===== src/rtl/core_switch_ctrl_pkg.sv =====
// Shared constants for the dual-core switchover controller: FSM encodings and debounce default.
package core_switch_ctrl_pkg;

   localparam int unsigned DebCyclesDefault = 1000;

   localparam logic [1:0] StInit = 2'd0;
   localparam logic [1:0] StActA = 2'd1;
   localparam logic [1:0] StActB = 2'd2;
   localparam logic [1:0] StFail = 2'd3;

endpackage


===== src/rtl/heartbeat_debounce.sv =====
// Debounces one raw health input: the flag follows raw only after DEB_CYCLES
// consecutive clocks of disagreement.
module heartbeat_debounce
   import core_switch_ctrl_pkg::*;
#(
   parameter int unsigned DEB_CYCLES = DebCyclesDefault
) (
   input  logic clk,
   input  logic rst_n,
   input  logic raw,
   output logic good
);

   logic [31:0] cnt_q;
   logic        good_q;

   // Counter tops out at DEB_CYCLES-1 where the flag flips and the count restarts.
   always_ff @(posedge clk or negedge rst_n) begin
      if (!rst_n) begin
         cnt_q  <= '0;
         good_q <= 1'b0;
      end else if (raw != good_q) begin
         if (cnt_q == DEB_CYCLES - 32'd1) begin
            good_q <= raw;
            cnt_q  <= '0;
         end else begin
            cnt_q <= cnt_q + 32'd1;
         end
      end else begin
         cnt_q <= '0;
      end
   end

   assign good = good_q;

endmodule


===== src/rtl/core_switch_ctrl.sv =====
// Active/standby core selector: debounced health flags drive a non-revertive
// changeover FSM with registered select, fail and switch pulse.
module core_switch_ctrl
   import core_switch_ctrl_pkg::*;
#(
   parameter int unsigned DEB_CYCLES = DebCyclesDefault
) (
   input  logic       clk,
   input  logic       rst_n,
   input  logic       ok_a,
   input  logic       ok_b,
   input  logic       force_sw,
   output logic       a_good,
   output logic       b_good,
   output logic       sel_b,
   output logic       fail,
   output logic       switch_pulse,
   output logic [1:0] state
);

   logic [1:0] state_q, state_d;
   logic       sel_q, sel_d;
   logic       fail_q, fail_d;
   logic       pulse_q, pulse_d;

   heartbeat_debounce #(
      .DEB_CYCLES(DEB_CYCLES)
   ) u_deb_a (
      .clk  (clk),
      .rst_n(rst_n),
      .raw  (ok_a),
      .good (a_good)
   );

   heartbeat_debounce #(
      .DEB_CYCLES(DEB_CYCLES)
   ) u_deb_b (
      .clk  (clk),
      .rst_n(rst_n),
      .raw  (ok_b),
      .good (b_good)
   );

   always_comb begin
      state_d = state_q;
      unique case (state_q)
         StInit, StFail: begin
            if (a_good) begin
               state_d = StActA;
            end else if (b_good) begin
               state_d = StActB;
            end
         end
         StActA: begin
            // Active-core failure takes precedence over any coincident force request.
            if (!a_good) begin
               state_d = b_good ? StActB : StFail;
            end else if (b_good && force_sw) begin
               state_d = StActB;
            end
         end
         StActB: begin
            if (!b_good) begin
               state_d = a_good ? StActA : StFail;
            end else if (a_good && force_sw) begin
               state_d = StActA;
            end
         end
         default: state_d = StInit;
      endcase
   end

   always_comb begin
      sel_d = sel_q;
      if (state_d == StActA) begin
         sel_d = 1'b0;
      end else if (state_d == StActB) begin
         sel_d = 1'b1;
      end
      fail_d  = (state_d == StInit) || (state_d == StFail);
      pulse_d = (sel_d != sel_q);
   end

   always_ff @(posedge clk or negedge rst_n) begin
      if (!rst_n) begin
         state_q <= StInit;
         sel_q   <= 1'b0;
         fail_q  <= 1'b1;
         pulse_q <= 1'b0;
      end else begin
         state_q <= state_d;
         sel_q   <= sel_d;
         fail_q  <= fail_d;
         pulse_q <= pulse_d;
      end
   end

   assign state        = state_q;
   assign sel_b        = sel_q;
   assign fail         = fail_q;
   assign switch_pulse = pulse_q;

endmodule


===== config.mk =====
export PLATFORM = sky130hd
export DESIGN_NAME = core_switch_ctrl
export DESIGN_NICKNAME = d
export VERILOG_FILES = /design/src/rtl/core_switch_ctrl_pkg.sv /design/src/rtl/heartbeat_debounce.sv /design/src/rtl/core_switch_ctrl.sv
export SDC_FILE = /design/constraint.sdc
export NUM_CORES = 1
export LEC_CHECK = 0
export CAP_MARGIN = 10
export CORE_AREA = 4 4 84 86
export CTS_BUF_LIST = sky130_fd_sc_hd__clkbuf_8
export DETAILED_ROUTE_END_ITERATION = 6
export DIE_AREA = 0 0 88 90
export HOLD_SLACK_MARGIN = 0.05
export PLACE_DENSITY = 0.9
export SYNTH_ARGS = -nofsm -noshare
export SYNTH_HDL_FRONTEND = slang
export SYNTH_SLANG_ARGS = --single-unit

===== constraint.sdc =====
create_clock -name clk -period 5.2 [get_ports clk]
set_input_delay 1.04 -clock clk [delete_from_list [all_inputs] [get_ports clk]]
set_output_delay 1.04 -clock clk [all_outputs]
set_load 0.02 [all_outputs]

; ---- Yosys cells after proc, flatten, opt, wreduce, memory -nomap -nowiden
; Index checks and enable logic that the tools add are counted.
[word_totals]
register_bits = 71
latch_bits = 0
mem_bits_rw = 0
rom_bits = 0
inputBits = 5
out_inout_bits = 7
elab_cells = 44
n_memories = 0
[op_classes]
addsub = 2
n_mul = 0
div = 0
magnitude_cmp = 0
eq_ne = 11
shifts = 0
mux = 15
n_bitwise = 0
n_reduce_logical = 8
[op_table]
columns = cell, n
row1 = two-way mux 32 bit, 4
row2 = "adder 32 x 1 -> 32 bit, second input constant", 2
row3 = "equality test 32 x 10 -> 1 bit, second input constant", 2
row4 = two-way mux 2 bit, 7
row5 = "equality test 2 bit, second input constant", 4
row6 = case mux 2 bit (3 select lines), 1
row7 = "equality test 2 x 1 -> 1 bit, second input constant", 2
row8 = zero test 2 bit, 2
row9 = AND reduction 2 bit, 2
row10 = two-way mux 1 bit, 3
row11 = inequality test 1 bit, 3
row12 = logical AND 1 bit, 2
row13 = OR reduction 2 bit, 1
row14 = logical OR 1 bit, 1

; ---- Depth between registers and ports, before layout
[depth]
ltp_word = 8
ltp_mapped = 10

; ---- Cells and area by module
; A second synthesis with hierarchy kept.
[unflattened]
cells_unflattened = 423
area_unflattened_um2 = 3956.3
[by_module_without_submodules]
columns = mod, instances, cells_per_inst, area_each_um2, seq_area_each_um2
row1 = heartbeat_debounce, 2, 194, 1811.7, 825.8
row2 = core_switch_ctrl, 1, 35, 332.8, 126.4

; ---- Least setup slack after synthesis
; No wires, ideal clock.
[synth_path]
path_type = in2reg
startpoint = input force_sw
endpoint = register pulse_q, in the netlist switch_pulse
setup_ns = 0.116
arrival_time_ns = 1.951
required_time_ns = 5.084
slack_ns = 3.132
path_stages = 8
cell_sequence = nand2b_1 -> a21oi_1 -> a2bb2oi_1 -> o21a_1 -> ha_1 -> nor2_1 -> nand2_1 -> nand2_1
[synth_between]
elab_chain_cells = 8
word_cells_on_any_way = 12
classes_between = eq/ne: 3 / mux: 7 / reduce/logical: 2
[synth_rtl]
columns = item, line
row1 = from (decl), core_switch_ctrl.sv:12  ; input logic force_sw,
row2 = "logical AND 1 bit, on equally long branches", "core_switch_ctrl.sv:65, core_switch_ctrl.sv:58"
row3 = "two-way mux 2 bit, on equally long branches", "core_switch_ctrl.sv:65, core_switch_ctrl.sv:58"
row4 = "two-way mux 2 bit, on equally long branches", "core_switch_ctrl.sv:63, core_switch_ctrl.sv:56"
row5 = case mux 2 bit (3 select lines) (*), core_switch_ctrl.sv:46  ; unique case (state_q)
row6 = named net state_d[0], core_switch_ctrl.sv:21  ; logic [1:0] state_q, state_d;
row7 = equality test 2 bit, core_switch_ctrl.sv:77  ; end else if (state_d == StActB) begin
row8 = two-way mux 1 bit, core_switch_ctrl.sv:77
row9 = two-way mux 1 bit (*), core_switch_ctrl.sv:75  ; if (state_d == StActA) begin
row10 = inequality test 1 bit (*), core_switch_ctrl.sv:81  ; pulse_d = (sel_d != sel_q);
row11 = named net pulse_d, core_switch_ctrl.sv:24  ; logic pulse_q, pulse_d;
row12 = to (signal assigned), core_switch_ctrl.sv:94  ; pulse_q <= pulse_d;
row13 = to (decl), core_switch_ctrl.sv:24
; Mark *: on every way through the listed nets, which the timed path passes. The rest lies on a longest branch.
; A chain may end at the register's enable or synchronous reset.

; ---- Worst setup path in the final report
[layout_path]
startpoint = register u_deb_a.good_q, in the netlist u_deb_a.good
endpoint = output a_good
[layout_lines]
columns = item, line
row1 = from (decl), heartbeat_debounce.sv:15  ; logic good_q;
row2 = from (signal assigned), heartbeat_debounce.sv:24  ; good_q <= raw;
row3 = to (decl), core_switch_ctrl.sv:13  ; output logic a_good,
; No word-level cell between the ends.

==> metrics.txt <==
status=finished clean; Reg-to-Reg Start=u_deb_b.cnt_q[0]$_DFF_PN0_; via count=3468; # Post-CTS Setup Buffers=0; Clk pin slew, worst setup/hold paths=80 ps; synthesized-area fraction occupied by adder cells=1.889%; Hold Vio Cnt, Final=0; CTS tree=built; sequential cell area fraction in the yosys report=44.73%; Antenna Cells=0; worst setup path end=a_good; final wirelength=8795 um; hold path depth=1; Hold Path Class=reg2reg; Total GRT Usage=22.52%; Post-Synthesis Cell Area=3975 um2; setup violators final=0; FP Rows=29; Max Cap Viol=0; largest family of logic cells by synthesized area=simple AND/OR/NAND/NOR gates; DIE AREA=7920 um2; Remaining Overflow, GRT=0; worst hold slack=491.1 ps; Clock Path Buffers=2; Initial DRC Count=308; Max stage delay cell, worst path=clkdlybuf4s50_1; Final nets=444; sequence of cells on the critical path=clkdlybuf4s50_1; Worst Path Class, Setup=reg2out; # DRC=0; Yosys cell types=52; clk_skew=12.00 ps; placed cell areas=4086 um2; asr flop ratio synth=100.0%; Crit path required time=4160 ps; fin util=69.44%; Crit. Startpoint=u_deb_a.good$_DFFE_PN0P_; R2R Path End=u_deb_b.cnt_q[20]$_DFF_PN0_; global placement routability congestion=0.8965; R2R Setup Slk=2710 ps; total CTS buffers=9; Post-synth EDFFs=0; H-tree levels=3; Root Buffer=clkbuf_8; vias in the first global route=3022; Starting Density=63.32%; Max Transition Viols Final=0; Slew @ Worst Pin=978.8 ps; commonest non-fill, non-tap cell in the layout=dfrtp_1; Pwr Density=260.2 nW/um2; Leak=1.612 nW; ys flop type=dfrtp_1; share of layout cells above drive strength 1=8.904%; post-synthesis compound-gate area fraction=15.74%; most frequent cells in the layout=dfrtp_1, a21oi_1, nor2_1; die width=88 um; relative slew slack=34.15%; total iterations of the first detailed-routing run=6; chip height=90 um; RSZ-0062 raised after global routing=no; post-synthesis register bit count=71; I/O pins=12; initial antenna violation count=0; Max Clock Freq=387.8 MHz; CP top delay family=buffers and inverters; first-pass GRT wire length=14390 um; CP max stage delay=670 ps; Port Buf Inserts=11; crit-path max FO=9; fin crit period=2579 ps; worst skew pair latency=350 ps; critical path depth=1; TritonCTS Sinks=71; post-synthesis xor/xnor area fraction=4.847%; largest net degree at the start of global routing=52; post-cts hold buffer count=0; Post-Synthesis Cells=430; multiplexer area fraction after synthesis=0.5666%; Mapped Avg Cell Area=9.244 um2; Vias per Instance=6.734; VDD IR-drop max=0.2156 mV; CP endpoint kind=primary output; number of antenna-violating nets in the routed design=0; HPWL after detailed placement=5876 um; Resize count post-CTS=0; crit path buf inv count=1; synth-to-layout area growth=9.663%; setup TNS=0 ps; Final Instance Area=4359 um2; WL/cell=17.08 um; syn_nets=441; final worst-path cycle share=49.59%; yosys warns=0; Worst R2R Path Depth=5; type of origin of the critical path=flop; post-synthesis simple-gate area fraction=27.64%; final total power=0.001134 W; WP data arrival=1540 ps; core area=6277 um2
==> stage by stage <==
step,worst slack [ps],cells
after floorplan,3132,430
after global placement,2605,498
after detailed placement,2477,498
after CTS,2608,514
after global routing,2558,515
final,2621,515
==> logic make-up (layout without fill, tap and decap cells) <==
family,after synthesis,count (layout)
AO/OA/AOI/OAI,100,100
XOR/XNOR,22,22
adder cells (fa/ha/maj),6,6
buffers and inverters,39,47
flip-flops,71,71
multiplexers,2,2
AND/OR/NAND/NOR,190,190
==> flip-flops by register name, summed over array words and instances, names as in the netlist <==
| name | cells |
|---|---|
| u_deb_b.cnt_q | 32 |
| state | 2 |
| u_deb_b.good | 1 |
| u_deb_a.good | 1 |
| switch_pulse | 1 |
| u_deb_a.cnt_q | 32 |
| fail | 1 |
| sel_b | 1 |
==> worst min-delay path by stage <==
stage	from	endpoint	slack (ps)
2_1_floorplan	u_deb_b.cnt_q[0]$_DFF_PN0_	u_deb_b.cnt_q[0]$_DFF_PN0_	450
3_3_place_gp	u_deb_b.cnt_q[0]$_DFF_PN0_	u_deb_b.cnt_q[0]$_DFF_PN0_	470
3_5_place_dp	u_deb_b.cnt_q[0]$_DFF_PN0_	u_deb_b.cnt_q[0]$_DFF_PN0_	480
4_1_cts	u_deb_b.cnt_q[0]$_DFF_PN0_	u_deb_b.cnt_q[0]$_DFF_PN0_	490
5_1_grt	u_deb_b.cnt_q[0]$_DFF_PN0_	u_deb_b.cnt_q[0]$_DFF_PN0_	510
6_report	u_deb_b.cnt_q[0]$_DFF_PN0_	u_deb_b.cnt_q[0]$_DFF_PN0_	490
==> cell usage after synthesis (5+ instances only) <==
cell type / n / area [um2]
nand4_1: 14 / 87.58
dfrtp_1: 70 / 1752
or3_2: 5 / 37.54
inv_1: 17 / 63.81
o21ai_0: 20 / 100.1
or3_1: 10 / 62.56
nor2_1: 33 / 123.9
o41ai_1: 7 / 61.31
xor2_1: 10 / 87.58
ha_1: 6 / 75.07
clkbuf_1: 13 / 48.80
nand2_1: 21 / 78.83
or4_1: 20 / 150.1
a21oi_1: 41 / 205.2
o31ai_1: 15 / 112.6
and3_1: 6 / 37.54
nor3_1: 11 / 55.05
and4_1: 5 / 43.79
nand3_1: 30 / 150.1
nor4_1: 15 / 93.84
xnor2_1: 12 / 105.1
==> layer usage <==
| layer | vias up | share of wire, % | track usage (%) |
|---|---|---|---|
| met5 | - | 0 | 0 |
| met4 | 0 | 2.2 | 9.335 |
| met3 | 23 | 5.9 | 3.291 |
| met2 | 138 | 47 | 33.73 |
| met1 | 1683 | 44 | 32.48 |
| li1 | 1624 | - | - |
==> power by group <==
part / internal (W) / total (W) / switching, W
clock network: 0.000320 / 0.000538 / 0.000218
registers: 0.000555 / 0.000560 / 0.00000499
logic: 0.0000112 / 0.0000364 / 0.0000251
==> layout make-up <==
class | instances | area [um2]
Fill cell | 469 | 1918
Multi-Input combinational cell | 320 | 2028
Sequential cell | 71 | 1778
Inverter | 17 | 63.81
Tap cell | 77 | 96.34
Clock buffer | 9 | 123.9
Clock inverter | 7 | 121.4
Timing Repair Buffer | 14 | 147.6
Power figures use the tool's default switching activity.
